File: config.mk
export PLATFORM = sky130hd
export DESIGN_NAME = resp_compactor
export DESIGN_NICKNAME = d
export VERILOG_FILES = /design/src/rtl/resp_compactor_pkg.sv /design/src/rtl/resp_misr.sv /design/src/rtl/resp_compactor.sv
export SDC_FILE = /design/constraint.sdc
export NUM_CORES = 1
export LEC_CHECK = 0
export CAP_MARGIN = 25
export CORE_MARGIN = 3
export CORE_UTILIZATION = 35
export CTS_CLUSTER_SIZE = 8
export DETAILED_ROUTE_END_ITERATION = 6
export GPL_TIMING_DRIVEN = 0
export PLACE_DENSITY = 0.71
export SLEW_MARGIN = 20
export SYNTH_ARGS = -nofsm -noshare
export SYNTH_HDL_FRONTEND = slang
export SYNTH_SLANG_ARGS = --single-unit
File: constraint.sdc
create_clock -name ck -period 3.7 [get_ports ck]
set_input_delay 0.37 -clock ck [delete_from_list [all_inputs] [get_ports ck]]
set_output_delay 0.37 -clock ck [all_outputs]
set_load 0.03 [all_outputs]
File: src/rtl/resp_compactor_pkg.sv
// -----------------------------------------------------------------------------
// resp_compactor_pkg
//   Shared types and constants for the response compactor:
//   - state_t      : run-control FSM states
//   - DEFAULT_POLY : default MISR feedback polynomial (MSB-out, CRC-32 taps)
// -----------------------------------------------------------------------------
package resp_compactor_pkg;

  typedef enum logic [1:0] {
    ST_IDLE = 2'd0,
    ST_RUN  = 2'd1,
    ST_DONE = 2'd2
  } state_t;

  localparam logic [31:0] DEFAULT_POLY = 32'h04C11DB7;

endpackage : resp_compactor_pkg

File: src/rtl/resp_misr.sv
// -----------------------------------------------------------------------------
// resp_misr
//   SIG_W-bit multiple-input signature register, MSB-out feedback.
//   Ports:
//     ck       in  clock, rising edge
//     rst      in  asynchronous active-high reset (register -> SEED)
//     load     in  reload SEED (has priority over en)
//     en       in  absorb data this cycle
//     data     in  SIG_W  vector to fold in (already masked / zero-extended)
//     sig      out SIG_W  current signature
//     sig_next out SIG_W  signature after absorbing data (used for compare)
// -----------------------------------------------------------------------------
module resp_misr #(
  parameter int unsigned          SIG_W = 32,
  parameter logic [SIG_W-1:0]     POLY  = resp_compactor_pkg::DEFAULT_POLY,
  parameter logic [SIG_W-1:0]     SEED  = '0
) (
  input  logic             ck,
  input  logic             rst,
  input  logic             load,
  input  logic             en,
  input  logic [SIG_W-1:0] data,
  output logic [SIG_W-1:0] sig,
  output logic [SIG_W-1:0] sig_next
);

  logic [SIG_W-1:0] sig_q;

  assign sig_next = {sig_q[SIG_W-2:0], 1'b0}
                  ^ (sig_q[SIG_W-1] ? POLY : '0)
                  ^ data;
  assign sig      = sig_q;

  // NOTE: sequential state uses non-blocking (<=) so every flop samples the
  // pre-edge values; the async reset sits in the sensitivity list.
  always_ff @(posedge ck or posedge rst) begin
    if (rst) begin
      sig_q <= SEED;
    end else if (load) begin
      sig_q <= SEED;
    end else if (en) begin
      sig_q <= sig_next;
    end
  end

endmodule : resp_misr

File: src/rtl/resp_compactor.sv
// -----------------------------------------------------------------------------
// resp_compactor
//   Compacts the per-cycle output vector of a circuit under test into a MISR
//   signature, counts accepted vectors and, after LEN vectors, compares the
//   signature against an expected value.
//   Ports:
//     ck        in   clock, rising edge
//     rst       in   asynchronous active-high reset
//     mask      in   WIDTH  (only with RESP_COMPACTOR_MASK_EN) 1 = exclude bit
//     start     in   one-cycle pulse, begins a run from IDLE or DONE
//     len       in   CNT_W  vectors to compact, sampled on start
//     exp_sig   in   SIG_W  expected signature, sampled on start
//     in_valid  in   in_data valid
//     in_data   in   WIDTH  vector from circuit under test
//     in_ready  out  vector accepted this cycle (state == RUN)
//     busy      out  state == RUN
//     done      out  state == DONE, held until next start
//     pass      out  registered signature compare, valid while done
//     sig       out  SIG_W  current signature
//     count     out  CNT_W  vectors accepted in current run
//   Configuration macro: RESP_COMPACTOR_MASK_EN adds the mask port; mask is
//   sampled on start and held for the run.
// -----------------------------------------------------------------------------
module resp_compactor
  import resp_compactor_pkg::*;
#(
  parameter int unsigned      WIDTH = 19,
  parameter int unsigned      SIG_W = 32,
  parameter int unsigned      CNT_W = 16,
  parameter logic [SIG_W-1:0] POLY  = DEFAULT_POLY,
  parameter logic [SIG_W-1:0] SEED  = '0
) (
  input  logic             ck,
  input  logic             rst,
`ifdef RESP_COMPACTOR_MASK_EN
  input  logic [WIDTH-1:0] mask,
`endif
  input  logic             start,
  input  logic [CNT_W-1:0] len,
  input  logic [SIG_W-1:0] exp_sig,
  input  logic             in_valid,
  input  logic [WIDTH-1:0] in_data,
  output logic             in_ready,
  output logic             busy,
  output logic             done,
  output logic             pass,
  output logic [SIG_W-1:0] sig,
  output logic [CNT_W-1:0] count
);

  state_t           state;
  logic [CNT_W-1:0] len_q;
  logic [SIG_W-1:0] exp_q;
  logic [WIDTH-1:0] mask_q;
  logic [SIG_W-1:0] data_ext;
  logic [SIG_W-1:0] sig_next;
  logic [CNT_W-1:0] last_idx;
  logic             beat;
  logic             take_start;

  assign in_ready   = (state == ST_RUN);
  assign busy       = (state == ST_RUN);
  assign done       = (state == ST_DONE);
  assign beat       = in_valid & in_ready;
  assign take_start = start & (state != ST_RUN);
  assign last_idx   = len_q - 1'b1;

`ifndef RESP_COMPACTOR_MASK_EN
  // Without the mask feature every output bit is compacted.
  logic [WIDTH-1:0] mask;
  assign mask = '0;
`endif

  // NOTE: every signal driven in always_comb gets a default first, so no
  // path leaves it unassigned and no latch is inferred.
  always_comb begin
    data_ext              = '0;
    data_ext[WIDTH-1:0]   = in_data & ~mask_q;
  end

  resp_misr #(
    .SIG_W (SIG_W),
    .POLY  (POLY),
    .SEED  (SEED)
  ) u_misr (
    .ck       (ck),
    .rst      (rst),
    .load     (take_start),
    .en       (beat),
    .data     (data_ext),
    .sig      (sig),
    .sig_next (sig_next)
  );

  always_ff @(posedge ck or posedge rst) begin
    if (rst) begin
      state  <= ST_IDLE;
      count  <= '0;
      len_q  <= '0;
      exp_q  <= '0;
      mask_q <= '0;
      pass   <= 1'b0;
    end else begin
      case (state)
        ST_IDLE, ST_DONE: begin
          if (start) begin
            len_q  <= len;
            exp_q  <= exp_sig;
            mask_q <= mask;
            count  <= '0;
            if (len == '0) begin
              // Empty run: the final signature is SEED itself.
              state <= ST_DONE;
              pass  <= (SEED == exp_sig);
            end else begin
              state <= ST_RUN;
              pass  <= 1'b0;
            end
          end
        end
        ST_RUN: begin
          if (beat) begin
            count <= count + 1'b1;
            if (count == last_idx) begin
              // Compare against the signature this beat produces so pass is
              // already valid in the first DONE cycle.
              state <= ST_DONE;
              pass  <= (sig_next == exp_q);
            end
          end
        end
        default: state <= ST_IDLE;
      endcase
    end
  end

endmodule : resp_compactor

* Word level (Yosys, flattened, before mapping)
Cells that the tools add are included.
** Cells by class
- Add/subtract/negate cells :: 2
- Eq/ne operators :: 8
- Multiplexer cells :: 16
- Bitwise gates (word level) :: 4
- Reductions and logical operators :: 10
** Operators by type and width (number)
- two-way mux 32 bit :: 2
- == test 32 bit :: 1
- zero test 32 bit :: 1
- two-way mux 16 bit :: 2
- one-hot mux 16 bit (2 select lines) :: 1
- bitwise XOR 32 x 19 -> 32 bit :: 1
- bitwise XOR 32 bit :: 1
- two-way mux 27 bit :: 1
- adder 16 x 1 -> 16 bit, second input constant :: 1
- == test 16 bit :: 1
- zero test 16 bit :: 1
- subtractor 16 x 1 -> 16 bit, second input constant :: 1
- two-way mux 2 bit :: 4
- inequality test 2 x 1 -> 1 bit, second input constant :: 3
- AND reduction 3 bit :: 2
- two-way mux 1 bit :: 4
- one-hot mux 2 bit (2 select lines) :: 1
- AND reduction 4 bit :: 1
- nonzero test 2 bit :: 2
- bitwise AND 1 bit :: 2
- == test 2 x 1 -> 1 bit, second input constant :: 1
- == test 2 bit, second input constant :: 1
- zero test 2 bit :: 1
- inequality test 2 bit, second input constant :: 1
- 3 further kinds :: 3
** Word-level totals
- Register bits after elaboration :: 99
- Input port bits :: 71
- Output and inout port bits :: 52
- Word-level logic and storage cells :: 46

* Depth between registers and ports, before layout
Gate-level depths: netlist of run 1.
- Depth in word-level cells :: 7
- Mapped depth :: 9

* Cells and area by module
Synthesis of run 1 repeated with hierarchy kept, for this count alone.
** Unflattened totals
- Cells, all modules :: 578
- Area, all modules :: 5535.3 µm²
** By module, submodules not included
- resp_compactor :: times used 1, cells an instance 440, area each 3718.6 µm²
- resp_misr :: times used 1, cells an instance 138, area each 1816.7 µm²

* Least setup slack after synthesis of run 1
No wires, ideal clock.
- Path kind :: reg-to-reg
- Start :: reg len_q[0]
- End :: reg pass
- Arrival :: 2.797 ns
- Data required time :: 3.618 ns
- Slack :: 0.821 ns
- Stages on the path, launching flop included :: 10
- Buffers on the path :: 0
- Period minus slack after synthesis :: 2.879 ns
- Cells stage by stage :: dfrtp_1 > inv_1 > ha_1 > nor3b_1 > nand4b_1 > or4_1 > a21oi_1 > o2111ai_1 > or4_1 > a31oi_1
** Between the ends
- Word-level cells in the longest chain between the ends :: 4
** Ends and longest elaborated chain
- start: declaration :: line resp_compactor.sv:52 : logic [CNT_W-1:0] len_q;
- start signal: assignment :: line resp_compactor.sv:107 : len_q <= len;
- subtractor 16 x 1 -> 16 bit :: line resp_compactor.sv:66 : assign last_idx = len_q - 1'b1;
- == test 16 bit :: line resp_compactor.sv:124 : if (count == last_idx) begin
- inequality test 2 x 1 -> 1 bit (no line)
- AND reduction 4 bit (no line)
- end signal: assignment :: line resp_compactor.sv:114 : pass <= (SEED == exp_sig);
- end signal: assignment :: line resp_compactor.sv:128 : pass <= (sig_next == exp_q);
- end: declaration :: line resp_compactor.sv:46 : output logic pass,
Every way passes these cells.
A chain may end at the register's enable or synchronous reset.

* Final worst setup path of run 1
Same ends and word-level chain as after synthesis.

==> results of run 1 <==
==> report_power, final <==
group	internal, mW	total [mW]	switching [mW]
Clock	0.666	1.09	0.421
Sequential	1.48	1.92	0.443
Combinational	0.999	2.23	1.23
==> cells by family (layout without fill, tap and decap cells) <==
| group | after synthesis | in the layout |
|---|---|---|
| and+or+nand+nor | 268 | 268 |
| DFF | 99 | 99 |
| xor gates and xnor gates | 96 | 96 |
| AOI/OAI and AO/OA | 68 | 68 |
| buffers and inverters | 30 | 169 |
| adders and majority gates | 2 | 2 |
| muxes | 1 | 1 |
==> worst max path at each step <==
stage	end
after floorplan	count[0]
after global placement	exp_q[29]
after detailed placement	pass
after CTS	pass
after global routing	pass
final	pass
==> critical path, stage by stage (launching register included) <==
cell and delay [ns]:
dfrtp_1 0.42, inv_1 0.10, ha_1 0.25, nor3b_1 0.71, nand4b_1 0.28, or4_1 0.52
a21oi_1 0.17, o2111ai_1 0.20, or4_1 0.56, a31oi_1 0.20
==> synth_stat cells (3+ instances only) <==
master	n	area, sq um
clkbuf_1	21	78.8
nand2_1	171	642
inv_1	6	22.5
nor2_1	25	93.8
nand4_1	10	62.6
dfrtp_1	99	2480
nor3_1	4	20.0
a31oi_1	4	25.0
and3_1	7	43.8
or4_1	3	22.5
o21ai_0	33	165
a21oi_1	5	25.0
xor2_1	40	350
xnor2_1	56	490
and4_1	5	43.8
nor2b_1	3	18.8
a22o_1	12	105
nand3_1	8	40.0
nor4_1	19	119
==> layout make-up <==
type	count	area, sq um	share of cell area
inverters	6	27.5	0.00397
well taps	180	225	0.0325
repair buffers	123	1250	0.180
multi-input cells	435	2510	0.363
clock inverters	7	121	0.0175
plain buffers	24	93.8	0.0135
flip-flops and latches	99	2480	0.357
clock buffers	9	225	0.0325
==> state kept, by name, indices dropped and copies added (netlist names) <==
name and count:
count 16, exp_q 32, len_q 16, pass 1, state 2, u_misr.sig 32
==> routing by layer <==
layer | routed length (microns) | part of all wire
met5 | 0 | 0
met1 | 6620 | 0.45
met3 | 750 | 0.051
met2 | 6930 | 0.47
met4 | 361 | 0.025
==> through the flow <==
step | TNS, ns | cells | hold WS [ns]
6_report | 0 | 883 | 0.361
5_1_grt | 0 | 883 | 0.401
4_1_cts | 0 | 883 | 0.361
3_5_place_dp | 0 | 867 | 0.483
3_3_place_gp | -66.86 | 866 | 0.480
2_1_floorplan | 0 | 564 | 0.465
==> flow_metrics.env, run 1 <==
export IMPL_fin_util=0.492
export IMPL_synth_compound_area_frac=0.0850
export IMPL_dpl_hpwl_mm=11.3
export IMPL_worst_slew_pin_transition_ns=0.825
export IMPL_clock_skew_ns=0.00896
export IMPL_htree_levels=3
export IMPL_synth_nets=637
export IMPL_grt_setup_unrepaired="false"
export IMPL_globalRouteMet1Util=0.255
export IMPL_finalInstanceArea_sq_um=6930
export IMPL_hold_buffers=0
export IMPL_use_met3=0.0316
export IMPL_cp_end_kind="flop"
export IMPL_clkLatencyLatePin_ns=0.34
export IMPL_top_usage_layer="met2"
export IMPL_antenna_found_initial=0
export IMPL_yosys_area_share_adder=0.00490
export IMPL_place_area_sq_um=6590
export IMPL_drt_iter0_drc=250
export IMPL_fillers=1322
export IMPL_reg2reg_depth=9
export IMPL_p_per_area_nw_per_um2=755
export IMPL_ys_flop_type="dfrtp_1"
export IMPL_synth_edf_count=0
export IMPL_netlist_instances=564
export IMPL_final_cell_mix="171 x nand2_1, 122 x clkdlybuf4s50_1, 99 x dfrtp_1, 56 x xnor2_1, 40 x xor2_1"
export IMPL_cts_tree="done"
export IMPL_routed_wirelength_mm=14.7
export IMPL_slew_headroom=0.449
export IMPL_finalHoldViolCount=0
export IMPL_nNetsFinal=771
export IMPL_io_pins=123
export IMPL_layout_setup_ws_ns=0.208
export IMPL_cts_sinks=99
export IMPL_drv_slew=0
export IMPL_drc=0
export IMPL_finalPower_mw=5.23
export IMPL_numCtsBuffers=9
export IMPL_required_ns=3.96
export IMPL_period_share=0.944
export IMPL_drive_above_1_share=0.0299
export IMPL_critPathLaunchType="flop"
export IMPL_ys_seq_area_frac=0.485
export IMPL_fin_crit_ns=3.49
export IMPL_worstPathMaxFanout=7
export IMPL_grt_pass1_vias=4682
export IMPL_ctsResizeCount=0
export IMPL_die_x_microns=127
export IMPL_io_buffers=122
export IMPL_max_cap_viol_count=0
export IMPL_p_leak_nw=2.95
export IMPL_critPathLaunch="len_q[0]"
export IMPL_gp_congestion=0.871
export IMPL_row_count=43
export IMPL_die_area_sq_um=16100
export IMPL_wire_per_inst_microns=16.6
export IMPL_layout_commonest_cell="nand2_1"
export IMPL_max_freq_ghz=0.286
export IMPL_grt_max_degree=74
export IMPL_status="finished clean"
export IMPL_num_antenna_cells=0
export IMPL_path_clk_slew_ns=0.07
export IMPL_initial_core_util=0.362
export IMPL_r2r_slack_ns=0.21
export IMPL_avgSynthCellArea_sq_um=9.06
export IMPL_root_buffer="clkbuf_16"
export IMPL_fp_coreArea_sq_um=14100
export IMPL_synthXorXnorAreaFrac=0.165
export IMPL_yosys_area_share_simple=0.236
export IMPL_async_flop_share=1.00
export IMPL_path_class="flop to flop"
export IMPL_dpl_worst_slack_ns=0.291
export IMPL_reg2reg_from="len_q[0]"
export IMPL_gr_total_overflow=0
export IMPL_worstReg2RegEnd="pass"
export IMPL_synthDistinctLibCells=42
export IMPL_synthMuxAreaShare=0.00196
export IMPL_min_path_type="input port to asynchronous set/reset pin"
export IMPL_vias=4564
export IMPL_area_growth_pct=35.7
export IMPL_synth_area_sq_um=5110
export IMPL_arrival_ns=3.75
export IMPL_grt_usage=0.187
export IMPL_drt_pre_antenna_iters=5
export IMPL_yosys_warnings=0
export IMPL_finalSetupViolations=0
export IMPL_grt_pass1_wl_mm=24.0
export IMPL_antenna_left=0
export IMPL_synth_top_family_by_area="simple AND/OR/NAND/NOR gates"
export IMPL_clk_path_buf_depth=2
export IMPL_ir_worst_vdd_v=0.000345
export IMPL_grt_util_met2=0.295
export IMPL_die_h_microns=127
export IMPL_post_cts_setup_buffer_count=0
export IMPL_vias_per_cell=5.17
export IMPL_synth_seq_cells=99
Power figures use the tool's default switching activity.
==> run 2, diff against run 1 <==
CORE_ASPECT_RATIO = 0.6   (was default)
==> run 2 against run 1 <==
Net effect: wire length increased by 8.5%; worst setup slack got worse by 0.020 ns; worst hold slack worse by 0.022 ns; global-route usage rose by 1.0 points; via count down 0.26%; clock skew barely moved; clock power fell by 7%; sequential power hardly changed; critical endpoint unchanged; largest power group unchanged; highest routed layer unchanged.
==> flow_metrics.env, run 2 (synthesis gave the netlist of run 1 again) <==
export IMPL_status="finished clean"
export IMPL_gp_congestion=0.877
export IMPL_numCtsBuffers=9
export IMPL_die_area_sq_um=16100
export IMPL_cp_num_buf_inv=2
export IMPL_period_share=0.949
export IMPL_p_leak_nw=2.93
export IMPL_critical_path_most_common_cell="clkbuf_1"
export IMPL_dpl_hpwl_mm=12.4
export IMPL_cp_end_kind="flop"
export IMPL_drt_pre_antenna_iters=4
export IMPL_cts_tree="done"
export IMPL_die_h_microns=99.6
export IMPL_p_per_area_nw_per_um2=753
export IMPL_routed_wirelength_mm=15.9
export IMPL_htree_levels=3
export IMPL_die_x_microns=162
export IMPL_antenna_left=0
export IMPL_drv_slew=0
export IMPL_antenna_found_initial=0
export IMPL_drc=0
export IMPL_grt_usage=0.197
export IMPL_initial_core_util=0.366
export IMPL_min_path_type="input port to asynchronous set/reset pin"
export IMPL_ctsResizeCount=0
export IMPL_ir_worst_vdd_v=0.000378
export IMPL_max_cap_viol_count=0
export IMPL_grt_max_degree=79
export IMPL_fp_coreArea_sq_um=14000
export IMPL_reg2reg_from="u_misr.sig[31]"
export IMPL_required_ns=3.97
export IMPL_cp_top_family="buffers and inverters"
export IMPL_cp_cell_sequence="clkbuf_1 -> clkbuf_1 -> and3_1 -> nor2_1 -> a2111oi_0 -> nand4_1 -> or4_1 -> a31oi_1"
export IMPL_drt_iter0_drc=395
export IMPL_path_class="flop to flop"
export IMPL_grt_pass1_vias=4590
export IMPL_path_clk_slew_ns=0.08
export IMPL_slew_headroom=0.335
export IMPL_fillers=1344
export IMPL_nNetsFinal=771
export IMPL_tns_ns=0
export IMPL_hold_buffers=0
export IMPL_io_pins=123
export IMPL_max_freq_ghz=0.285
export IMPL_post_cts_setup_buffer_count=0
export IMPL_clock_skew_ns=0.00856
export IMPL_r2r_slack_ns=0.19
export IMPL_row_count=33
export IMPL_clk_path_buf_depth=2
export IMPL_layout_commonest_cell="nand2_1"
export IMPL_finalHoldViolCount=0
export IMPL_wire_per_inst_microns=17.8
export IMPL_final_cell_mix="171 x nand2_1, 122 x clkdlybuf4s50_1, 99 x dfrtp_1, 56 x xnor2_1, 40 x xor2_1"
export IMPL_vias=4552
export IMPL_cp_slowest_stage_delay_ns=0.76
export IMPL_vias_per_cell=5.09
export IMPL_fin_crit_ns=3.51
export IMPL_grt_pass1_wl_mm=24.7
export IMPL_drive_above_1_share=0.0313
export IMPL_io_buffers=122
export IMPL_place_area_sq_um=6600
export IMPL_worstReg2RegEnd="pass"
export IMPL_grt_setup_unrepaired="false"
export IMPL_gr_total_overflow=0
export IMPL_crit_slowest_cell="clkbuf_1"
export IMPL_clkLatencyLatePin_ns=0.35
export IMPL_area_growth_pct=35.6
export IMPL_num_antenna_cells=0
export IMPL_finalInstanceArea_sq_um=6930
export IMPL_critPathLaunchType="flop"
export IMPL_worst_slew_pin_transition_ns=0.997
export IMPL_finalSetupViolations=0
export IMPL_arrival_ns=3.78
export IMPL_reg2reg_depth=8
export IMPL_cts_sinks=99
export IMPL_root_buffer="clkbuf_16"
export IMPL_worstPathMaxFanout=10
## run 2: cell count changes in the layout (fill, tap and decap cells not counted)
| cell | delta |
|---|---|
| bufinv_16 | -2 |
| inv_8 | +3 |
| nor3b_1 | -1 |
| inv_6 | -2 |
| clkbuf_8 | +1 |
| clkinvlp_4 | +1 |
| clkinv_2 | -1 |
| nor3b_2 | +1 |
## run 2: worst max-delay path by stage
stage,startpoint,endpoint,slack [ns],depth (start not counted)
2_1_floorplan,rst,count[0],0.74,1
3_3_place_gp,rst,exp_q[28],-0.73,2
3_5_place_dp,len_q[0],pass,0.28,9
4_1_cts,len_q[0],pass,0.24,9
5_1_grt,u_misr.sig[31],pass,0.08,8
6_report,u_misr.sig[31],pass,0.19,8
## run 2: area by class of cell
| type | instances | area (sq um) | area share |
|---|---|---|---|
| timing repair buffer | 123 | 1250 | 0.180 |
| inverter | 6 | 27.5 | 0.00397 |
| sequential | 99 | 2480 | 0.358 |
| multi-input combinational | 435 | 2520 | 0.364 |
| clock buffer | 10 | 239 | 0.0345 |
| clock inverter | 6 | 80.1 | 0.0116 |
| tap | 192 | 240 | 0.0347 |
| buffer | 24 | 93.8 | 0.0135 |
## run 2: per-stage QoR
step / setup WS (ns) / cells / total power [mW] / hold WS (ns) / util
2_1_floorplan: 0.740 / 564 / 3.29 / 0.465 / -
4_1_cts: 0.238 / 895 / 5.22 / 0.340 / 0.496
3_5_place_dp: 0.280 / 879 / 4.19 / 0.486 / 0.473
3_3_place_gp: -0.726 / 878 / 4.12 / 0.481 / 0.471
5_1_grt: 0.0754 / 895 / 5.50 / 0.357 / 0.496
6_report: 0.188 / 895 / 5.21 / 0.340 / 0.496
## run 2: layer usage
| metal | routed length, microns | global-route usage | share of wire | vias up |
|---|---|---|---|---|
| li1 | - | - | - | 2157 |
| met1 | 8000 | 0.299 | 0.50 | 2210 |
| met3 | 1210 | 0.0570 | 0.076 | 13 |
| met2 | 6560 | 0.281 | 0.41 | 172 |
| met5 | 0 | 0 | 0 | - |
| met4 | 136 | 0.0367 | 0.0085 | 0 |
## run 2: where the power goes
part / internal, mW / switching [mW] / leakage, nW / total, mW
Combinational: 0.999 / 1.27 / 1.56 / 2.27
Clock: 0.559 / 0.456 / 0.155 / 1.01
Sequential: 1.47 / 0.452 / 1.22 / 1.93
==> run 3, diff against run 2 <==
CAP_MARGIN = 20   (was 25)
CORE_MARGIN = 4   (was 3)
==> run 3 against run 2 <==
Net effect: total power down 1.7%; global-route usage down 0.26 points; via count up 2.0%; die area up 3.3%; wire length down 0.33%; cell area down 0.42%; first-iteration DRC count up 7.1%; non-clock buffer count unchanged; utilization down 0.21 points; sequential power about the same; cell count unchanged.
==> flow_metrics.env, run 3 (synthesis gave the netlist of run 1 again) <==
export IMPL_clock_skew_ns=0.00899
export IMPL_gp_congestion=0.895
export IMPL_power_switching_mw=2.15
export IMPL_cp_top_family="simple AND/OR/NAND/NOR gates"
export IMPL_drc=0
export IMPL_tns_ns=0
export IMPL_vias=4641
export IMPL_clkLatencyLatePin_ns=0.34
export IMPL_max_cap_viol_count=0
export IMPL_arrival_ns=3.53
export IMPL_period_share=0.881
export IMPL_grt_max_degree=81
export IMPL_required_ns=3.97
export IMPL_fillers=1366
export IMPL_crit_slowest_cell="or4_4"
export IMPL_die_h_microns=102
export IMPL_slew_headroom=0.413
export IMPL_numCtsBuffers=9
export IMPL_internal_power_mw=2.97
export IMPL_grt_pass1_vias=4699
export IMPL_path_clk_slew_ns=0.07
export IMPL_initial_core_util=0.366
export IMPL_num_antenna_cells=0
export IMPL_grt_pass1_wl_mm=25.0
export IMPL_routed_wirelength_mm=15.9
export IMPL_area_growth_pct=35.0
export IMPL_antenna_left=0
export IMPL_antenna_found_initial=0
export IMPL_htree_levels=3
export IMPL_netSwitchingFraction=0.420
export IMPL_final_cell_mix="171 x nand2_1, 122 x clkdlybuf4s50_1, 99 x dfrtp_1, 56 x xnor2_1, 40 x xor2_1"
export IMPL_fin_util=0.494
export IMPL_p_leak_nw=2.92
export IMPL_worstPathMaxFanout=7
export IMPL_drt_iter0_drc=423
export IMPL_ctsResizeCount=0
export IMPL_cts_tree="done"
export IMPL_die_area_sq_um=16700
export IMPL_seq_power_share=0.377
export IMPL_comb_power_share=0.443
export IMPL_critPathLaunchType="flop"
export IMPL_finalSetupViolations=0
export IMPL_hold_buffers=0
export IMPL_grt_usage=0.194
export IMPL_io_buffers=122
export IMPL_die_x_microns=164
export IMPL_finalHoldViolCount=0
export IMPL_status="finished clean"
export IMPL_cp_cell_sequence="or4_4 -> or3_1 -> a211o_1 -> nor4_1 -> o2111ai_1 -> or4_1 -> a31oi_1"
export IMPL_drive_above_1_share=0.0299
export IMPL_wire_per_inst_microns=17.7
export IMPL_drt_pre_antenna_iters=5
export IMPL_post_cts_setup_buffer_count=0
export IMPL_finalInstanceArea_sq_um=6900
export IMPL_fp_coreArea_sq_um=14000
export IMPL_cts_sinks=99
export IMPL_gr_total_overflow=0
export IMPL_place_area_sq_um=6600
export IMPL_dpl_hpwl_mm=12.4
export IMPL_nNetsFinal=771
export IMPL_hold_slack_ns=0.346
export IMPL_worst_slew_pin_transition_ns=0.881
export IMPL_finalPower_mw=5.12
export IMPL_max_freq_ghz=0.307
export IMPL_grt_setup_unrepaired="false"
export IMPL_cp_slowest_stage_delay_ns=0.59
export IMPL_cp_end_kind="flop"
export IMPL_root_buffer="clkbuf_16"
export IMPL_clkPwrFrac=0.180
export IMPL_io_pins=123
export IMPL_cp_num_buf_inv=0
export IMPL_row_count=33
export IMPL_ir_worst_vdd_v=0.000335
export IMPL_p_per_area_nw_per_um2=743
export IMPL_reg2reg_depth=7
export IMPL_vias_per_cell=5.19
export IMPL_layout_commonest_cell="nand2_1"
export IMPL_fin_crit_ns=3.26
export IMPL_min_path_type="input port to asynchronous set/reset pin"
export IMPL_worst_path_stages=7
export IMPL_drv_slew=0
export IMPL_path_class="flop to flop"
export IMPL_clk_path_buf_depth=2
-- run 3: power by group through the flow --
stage               logic (mW)  clock network, mW  registers (mW)
global route              2.46              0.983            1.99
finish                    2.27              0.923            1.93
CTS                       2.27              0.941            1.93
floorplan                 1.11                  0            2.18
global placement          2.20                  0            1.92
detailed placement        2.25                  0            1.94
-- run 3: area by class of cell --
class                      instances  area (sq um)  share of cell area
multi-input combinational        435          2520               0.365
clock buffer                      12           256              0.0372
timing repair buffer             123          1250               0.181
buffer                            24          93.8              0.0136
sequential                        99          2480               0.359
clock inverter                     4          33.8             0.00490
tap                              192           240              0.0348
inverter                           6          27.5             0.00399
-- run 3: per-stage QoR --
stage | setup slack [ns] | std cells
2_1_floorplan | 0.740 | 564
3_3_place_gp | -0.750 | 878
3_5_place_dp | 0.323 | 879
4_1_cts | 0.278 | 895
5_1_grt | 0.192 | 895
6_report | 0.440 | 895
-- run 3: layer usage --
layer	GRT usage	routed length, microns	vias up
met5	0	0	-
met1	0.298	7720	2245
met3	0.0464	1360	13
met2	0.278	6600	216
met4	0.0438	178	0
li1	-	-	2167
-- run 3: worst paths after layout --
path,start,endpoint,slack (ns)
max,len_q[2],pass,0.44
min,rst,count[4],0.35
max reg2reg,len_q[2],pass,0.44
min reg2reg,exp_q[4],exp_q[4],0.50
max in group asynchronous,rst,exp_q[3],2.71
min in group ck,exp_q[4],exp_q[4],0.50
-- run 3: worst reg2reg max path, cell delays in order (launching register included) --
cell and delay (ns):
dfrtp_1 0.47, or4_4 0.60, or3_1 0.36, a211o_1 0.29, nor4_1 0.41, o2111ai_1 0.31, or4_1 0.58, a31oi_1 0.18
